$ cat src/rtl/lif_spike_bank.sv
// Leaky integrate-and-fire bank: four neurons fed by the toggle-strobed row stream
// of the sparse MVM accelerator, emitting one spike vector per frame over valid/ready.
module lif_spike_bank #(
  parameter int MEM_W      = 12,
  parameter int THRESH     = 200,
  parameter int LEAK_SHIFT = 3,
  parameter int REFRAC     = 1
) (
  input  logic       clk,
  input  logic       rst,
  input  logic [7:0] in_val,
  input  logic       in_toggle,
  input  logic       sync_clr,
  output logic [3:0] spikes,
  output logic       spikes_valid,
  input  logic       spikes_ready,
  output logic       overrun,
  output logic [7:0] frame_count
);

  localparam logic [31:0] THRESH_U = THRESH;
  localparam logic [7:0]  REFRAC_U = 8'(REFRAC);

  typedef enum logic {ST_EMPTY = 1'b0, ST_PENDING = 1'b1} out_state_t;

  logic             t_q_r;
  logic [1:0]       idx_r;
  logic             cap_v_r;
  logic [7:0]       cap_val_r;
  logic [1:0]       cap_idx_r;
  logic [MEM_W-1:0] v_r [4];
  logic [7:0]       refrac_r [4];
  logic [3:0]       acc_r;

  logic             accept_s;
  logic [MEM_W-1:0] v_cur_s;
  logic [7:0]       refrac_cur_s;
  logic [MEM_W:0]   sum_s;
  logic [MEM_W-1:0] sat_s;
  logic [MEM_W-1:0] v_nxt_s;
  logic [7:0]       refrac_nxt_s;
  logic             fire_s;
  logic [3:0]       fire_vec_s;
  logic [3:0]       final_acc_s;
  logic             complete_s;

  out_state_t       state_r, state_nxt_s;
  logic [3:0]       spikes_r, spikes_nxt_s;
  logic             overrun_r, overrun_nxt_s;
  logic [7:0]       frame_count_r, frame_count_nxt_s;

  assign accept_s     = (in_toggle != t_q_r);
  assign v_cur_s      = v_r[cap_idx_r];
  assign refrac_cur_s = refrac_r[cap_idx_r];
  assign complete_s   = cap_v_r && (cap_idx_r == 2'd3);

  // Leak-and-integrate for the captured neuron, saturating at the membrane maximum
  always_comb begin
    sum_s = {1'b0, v_cur_s} - {1'b0, (v_cur_s >> LEAK_SHIFT)}
          + {{(MEM_W-7){1'b0}}, cap_val_r};
    if (sum_s[MEM_W]) begin
      sat_s = {MEM_W{1'b1}};
    end else begin
      sat_s = sum_s[MEM_W-1:0];
    end
  end

  // Refractory hold, threshold test and per-frame spike accumulation
  always_comb begin
    v_nxt_s      = sat_s;
    refrac_nxt_s = refrac_cur_s;
    fire_s       = 1'b0;
    fire_vec_s   = 4'b0000;
    if (refrac_cur_s != 8'd0) begin
      refrac_nxt_s = refrac_cur_s - 8'd1;
      v_nxt_s      = {MEM_W{1'b0}};
    end else if ({{(32-MEM_W){1'b0}}, sat_s} >= THRESH_U) begin
      fire_s       = 1'b1;
      v_nxt_s      = {MEM_W{1'b0}};
      refrac_nxt_s = REFRAC_U;
    end else begin
      v_nxt_s      = sat_s;
    end
    fire_vec_s[cap_idx_r] = fire_s;
    if (cap_idx_r == 2'd0) begin
      final_acc_s = fire_vec_s;
    end else begin
      final_acc_s = acc_r | fire_vec_s;
    end
  end

  // Toggle sampling, word capture (stage 1) and membrane update (stage 2)
  always_ff @(posedge clk or posedge rst) begin
    if (rst) begin
      t_q_r     <= 1'b0;
      idx_r     <= 2'd0;
      cap_v_r   <= 1'b0;
      cap_val_r <= 8'd0;
      cap_idx_r <= 2'd0;
      acc_r     <= 4'b0000;
      for (int i = 0; i < 4; i++) begin
        v_r[i]      <= {MEM_W{1'b0}};
        refrac_r[i] <= 8'd0;
      end
    end else begin
      t_q_r <= in_toggle;
      if (sync_clr) begin
        idx_r     <= 2'd0;
        cap_v_r   <= 1'b0;
        cap_val_r <= 8'd0;
        cap_idx_r <= 2'd0;
        acc_r     <= 4'b0000;
        for (int i = 0; i < 4; i++) begin
          v_r[i]      <= {MEM_W{1'b0}};
          refrac_r[i] <= 8'd0;
        end
      end else begin
        cap_v_r <= accept_s;
        if (accept_s) begin
          cap_val_r <= in_val;
          cap_idx_r <= idx_r;
          idx_r     <= idx_r + 2'd1;
        end
        if (cap_v_r) begin
          v_r[cap_idx_r]      <= v_nxt_s;
          refrac_r[cap_idx_r] <= refrac_nxt_s;
          acc_r               <= final_acc_s;
        end
      end
    end
  end

  // Output handshake: a completion coinciding with acceptance replaces the old vector
  always_comb begin
    state_nxt_s       = state_r;
    spikes_nxt_s      = spikes_r;
    overrun_nxt_s     = overrun_r;
    frame_count_nxt_s = frame_count_r;
    if (complete_s) begin
      frame_count_nxt_s = frame_count_r + 8'd1;
    end else begin
      frame_count_nxt_s = frame_count_r;
    end
    case (state_r)
      ST_EMPTY: begin
        if (complete_s) begin
          state_nxt_s  = ST_PENDING;
          spikes_nxt_s = final_acc_s;
        end else begin
          state_nxt_s  = ST_EMPTY;
        end
      end
      ST_PENDING: begin
        if (complete_s && spikes_ready) begin
          spikes_nxt_s  = final_acc_s;
        end else if (complete_s) begin
          spikes_nxt_s  = spikes_r | final_acc_s;
          overrun_nxt_s = 1'b1;
        end else if (spikes_ready) begin
          state_nxt_s   = ST_EMPTY;
        end else begin
          state_nxt_s   = ST_PENDING;
        end
      end
      default: begin
        state_nxt_s = ST_EMPTY;
      end
    endcase
  end

  // Output registers; frame_count survives the synchronous clear
  always_ff @(posedge clk or posedge rst) begin
    if (rst) begin
      state_r       <= ST_EMPTY;
      spikes_r      <= 4'b0000;
      overrun_r     <= 1'b0;
      frame_count_r <= 8'd0;
    end else if (sync_clr) begin
      state_r       <= ST_EMPTY;
      spikes_r      <= 4'b0000;
      overrun_r     <= 1'b0;
    end else begin
      state_r       <= state_nxt_s;
      spikes_r      <= spikes_nxt_s;
      overrun_r     <= overrun_nxt_s;
      frame_count_r <= frame_count_nxt_s;
    end
  end

  assign spikes       = spikes_r;
  assign spikes_valid = (state_r == ST_PENDING);
  assign overrun      = overrun_r;
  assign frame_count  = frame_count_r;

endmodule

$ cat config.mk
export PLATFORM = sky130hd
export DESIGN_NAME = lif_spike_bank
export DESIGN_NICKNAME = d
export VERILOG_FILES = /design/src/rtl/lif_spike_bank.sv
export SDC_FILE = /design/constraint.sdc
export NUM_CORES = 1
export LEC_CHECK = 0
export ABC_CLOCK_PERIOD_IN_PS = 5200
export CORE_AREA = 2 2 119 121
export DETAILED_ROUTE_END_ITERATION = 8
export DIE_AREA = 0 0 121 123
export GPL_TIMING_DRIVEN = 0
export PLACE_DENSITY = 0.62
export SYNTH_ARGS = -nofsm -noshare
export SYNTH_HDL_FRONTEND = slang
export SYNTH_SLANG_ARGS = --single-unit
$ cat constraint.sdc
create_clock -name clk -period 5.2 [get_ports clk]
set_clock_uncertainty 0.1 [all_clocks]
set_input_delay 0.78 -clock clk [delete_from_list [all_inputs] [get_ports clk]]
set_output_delay 0.78 -clock clk [all_outputs]
set_load 0.1 [all_outputs]
==> flow_metrics.tcl <==
set metrics [dict create \
    outcome "finished, final reports clean" \
    grt_pass1_wl_um 24700 \
    dieWidth_um 121 \
    critPathTopFamily "compound AO/OA/AOI/OAI gates" \
    top_usage_layer "met2" \
    antenna_found_initial 0 \
    place_ws_ns -0.304 \
    switchingPower_mw 0.819 \
    post-synth-top-count-cell "dfrtp_1" \
    drt-pass1-iter-count 5 \
    cts_buffers 9 \
    cp_max_fo 19 \
    powerDensity_nw_per_um2 352 \
    final.period_utilization_pct 93.1 \
    ir_drop_mv 0.215 \
    fmax_mhz 206 \
    place_area_um2 6510 \
    ys_async_sr_fraction_pct 100 \
    clock_path_buffers 2 \
    holdPathStages 1 \
    worstHoldPathType "reg -> reg" \
    netlist_area_um2 5990 \
    switching_share_pct 33.5 \
    period_needed_ns 4.84 \
    max_stage_delay_ns 0.53 \
    maxCapViolations 0 \
    critPathKind "reg -> reg" \
    p_int_mw 1.63 \
    power_frac_clock_pct 30.9 \
    hold_path_end "frame_count[7]$_DFFE_PP0P_" \
    drc 0 \
    yosysUniqueCellTypes 53 \
    tightest_slew_ns 0.971 \
    overflow 0 \
    slowest_stage "fa_1" \
    setup_viol 0 \
    vias 4573 \
    ios 27 \
    synthCells 596 \
    rsz0062_at_grt "false" \
    place_congestion 0.851 \
    track_usage_pct 21.5 \
    dieHeight_um 123 \
    core_area_um2 13600 \
    cpMostUsedCell "buf_2" \
    required_ns 5.34 \
    dp_cells 803 \
    p_leak_nw 3.06 \
    hold_violations 0 \
    layout.nets 675 \
    yosysTopAreaCellShare_pct 46.8 \
    synth_edf_count 0 \
    use_met2_pct 37.1 \
    cp.buffers_inverters 4 \
    grt_pass1_vias 4815 \
    r2r_setup_slack_ns 0.36 \
    ys_top_cells_by_area "dfrtp_1 47%, mux4_2 7.5%, nand2_1 6.3%" \
    finalWorstSetupSlack_ns 0.357 \
    path_cells "buf_2 > buf_2 > mux4_2 > fa_1 > inv_1 > ha_1 > buf_4 > a21oi_2 > o21ai_0 > or3_1 > a211o_1 > a32oi_4 > o211ai_2 > a22o_1" \
    slew_headroom_pct 35.1 \
    cts-htree-levels 3 \
    hpwl_um 10600 \
    wl_um 14700 \
    total_power_mw 2.44 \
    die-area_um2 14900 \
    cts.sinks 112 \
    port-buffer-count 26 \
    antenna_cells 0 \
    power_frac_seq_pct 39.3 \
    cts_tree "yes" \
    clk_pin_slew_ns 0.07 \
    drt_iter0_drc 256 \
    reg2reg_to "acc_r[3]$_DFFE_PP0P_" \
    r2r_start "cap_idx_r[1]$_DFFE_PP0P_" \
    synthTopCellsByCount "112 x dfrtp_1, 101 x nand2_1, 50 x o21ai_0" \
    fin_cells 823 \
    startpoint_type "flop" \
    pwr-share-comb_pct 29.8 \
    slew_viol_final 0 \
    gr-usage-met3_pct 4.06 \
    fin_area_um2 6930 \
    clkLatencyLatePin_ns 0.35 \
    area_delta_synth_final_pct 15.7 \
    yosysTopAreaCell "dfrtp_1" \
    grt_use_met1_pct 27.2 \
    clock-root-buffer "clkbuf_16" \
    num_rows 43 \
    hp-start "frame_count[7]$_DFFE_PP0P_" \
    synth-seq-cells 112 \
    r2r_cells 14 \
    drt-vias-per-instance 5.56 \
    grt_max_degree 63 \
    cp-end-kind "flop" \
    synth.avg_cell_area_um2 10.1 \
    ys_seq_area_share_pct 46.8 \
    wire_per_inst_um 17.9 \
    antenna_left 0 \
    start_util_pct 44.0 \
    synth_ff_type "dfrtp_1" \
    synth_warnings 0 \
    arrival_ns 4.98 \
    drive_gt1_share_pct 11.0 \
    synth_nets 633 \
]
what timing repair did:
item,4_1_cts,5_1_grt
gates resized for setup,1,5
hold endpoints to repair,0,0
pin swaps,1,3
buffers inserted,0,6
hold buffers,0,0
setup endpoints to repair,43,43
placed cells by master (no fill, tap or decap), types with 7 or more instances in the layout:
master and instances:
ha_1 16, o21ai_1 20, o21ai_0 50, nand4_1 8, a21o_1 7, nand3_1 8, clkbuf_16 9, mux4_2 20
fa_1 8, xnor2_1 13, inv_1 40, clkdlybuf4s50_1 26, and2_1 21, nand2_1 101, a22o_1 11, a21oi_1 28
nor2_1 28, nor3_1 11, clkbuf_1 16, dfrtp_1 112
worst register-to-register path, cell delays in order, from the launching register on:
cell      delay, ns
dfrtp_1        0.32
buf_2          0.26
buf_2          0.49
mux4_2         0.46
fa_1           0.53
inv_1          0.05
ha_1           0.28
buf_4          0.18
a21oi_2        0.16
o21ai_0        0.15
or3_1          0.34
a211o_1        0.33
a32oi_4        0.50
o211ai_2       0.33
a22o_1         0.26
flip-flops by register name (all words and copies together) (netlist names):
register      cells
acc_r             4
cap_idx_r         2
cap_v_r           1
cap_val_r         8
frame_count       8
idx_r             2
overrun           1
refrac_r         32
spikes            4
spikes_valid      1
t_q_r             1
v_r              48
worst max-delay path by stage:
| stage | start | end | slack (ns) | cells past startpoint |
|---|---|---|---|---|
| global route | cap_idx_r[0]$_DFFE_PP0P_ | v_r[29]$_DFFE_PP0P_ | 0.004 | 15 |
| finish | cap_idx_r[1]$_DFFE_PP0P_ | acc_r[3]$_DFFE_PP0P_ | 0.36 | 14 |
| global placement | cap_idx_r[0]$_DFFE_PP0P_ | v_r[29]$_DFFE_PP0P_ | -0.30 | 14 |
| CTS | cap_idx_r[0]$_DFFE_PP0P_ | v_r[6]$_DFFE_PP0P_ | 0.01 | 14 |
| detailed placement | cap_idx_r[0]$_DFFE_PP0P_ | v_r[6]$_DFFE_PP0P_ | -0.30 | 14 |
| floorplan | cap_idx_r[0]$_DFFE_PP0P_ | acc_r[3]$_DFFE_PP0P_ | 0.62 | 14 |
stage by stage:
step           utilization, %  hold slack (ns)  TNS (ns)
4_1_cts                  50.2            0.380         0
2_1_floorplan               -            0.345         0
3_3_place_gp             47.6            0.357    -19.36
5_1_grt                  50.9            0.403         0
3_5_place_dp             47.8            0.366     -9.73
6_report                 50.9            0.373         0
cell families after synthesis:
family          count (synthesis)  synth area share [%]
simple gates                  206                  16.1
compound gates                144                  15.7
flops                         112                  46.8
buf+inv                        69                  4.68
fa+ha+maj                      24                  6.01
mux                            23                  8.08
xor+xnor                       18                  2.63
layer usage:
layer	wire length, um	share of wire, %
met2	7220	49
met1	6580	45
met5	0	0
met3	579	3.9
met4	335	2.3
cell type report:
type	count	area (um2)
flip-flops and latches	112	2800
well taps	180	225
repair buffers	33	345
clock inverters	6	91.3
fillers	1220	6680
plain buffers	25	116
clock buffers	10	239
inverters	42	161
multi-input cells	415	2950
power groups by stage:
stage | Clock [mW] | Sequential, mW | Combinational (mW)
finish | 0.754 | 0.961 | 0.729
global placement | 0 | 0.973 | 0.668
global route | 0.805 | 0.966 | 0.814
detailed placement | 0 | 0.977 | 0.682
CTS | 0.771 | 0.960 | 0.685
floorplan | 0 | 0.969 | 0.519
No activity file was read; power rests on OpenSTA's default activity.
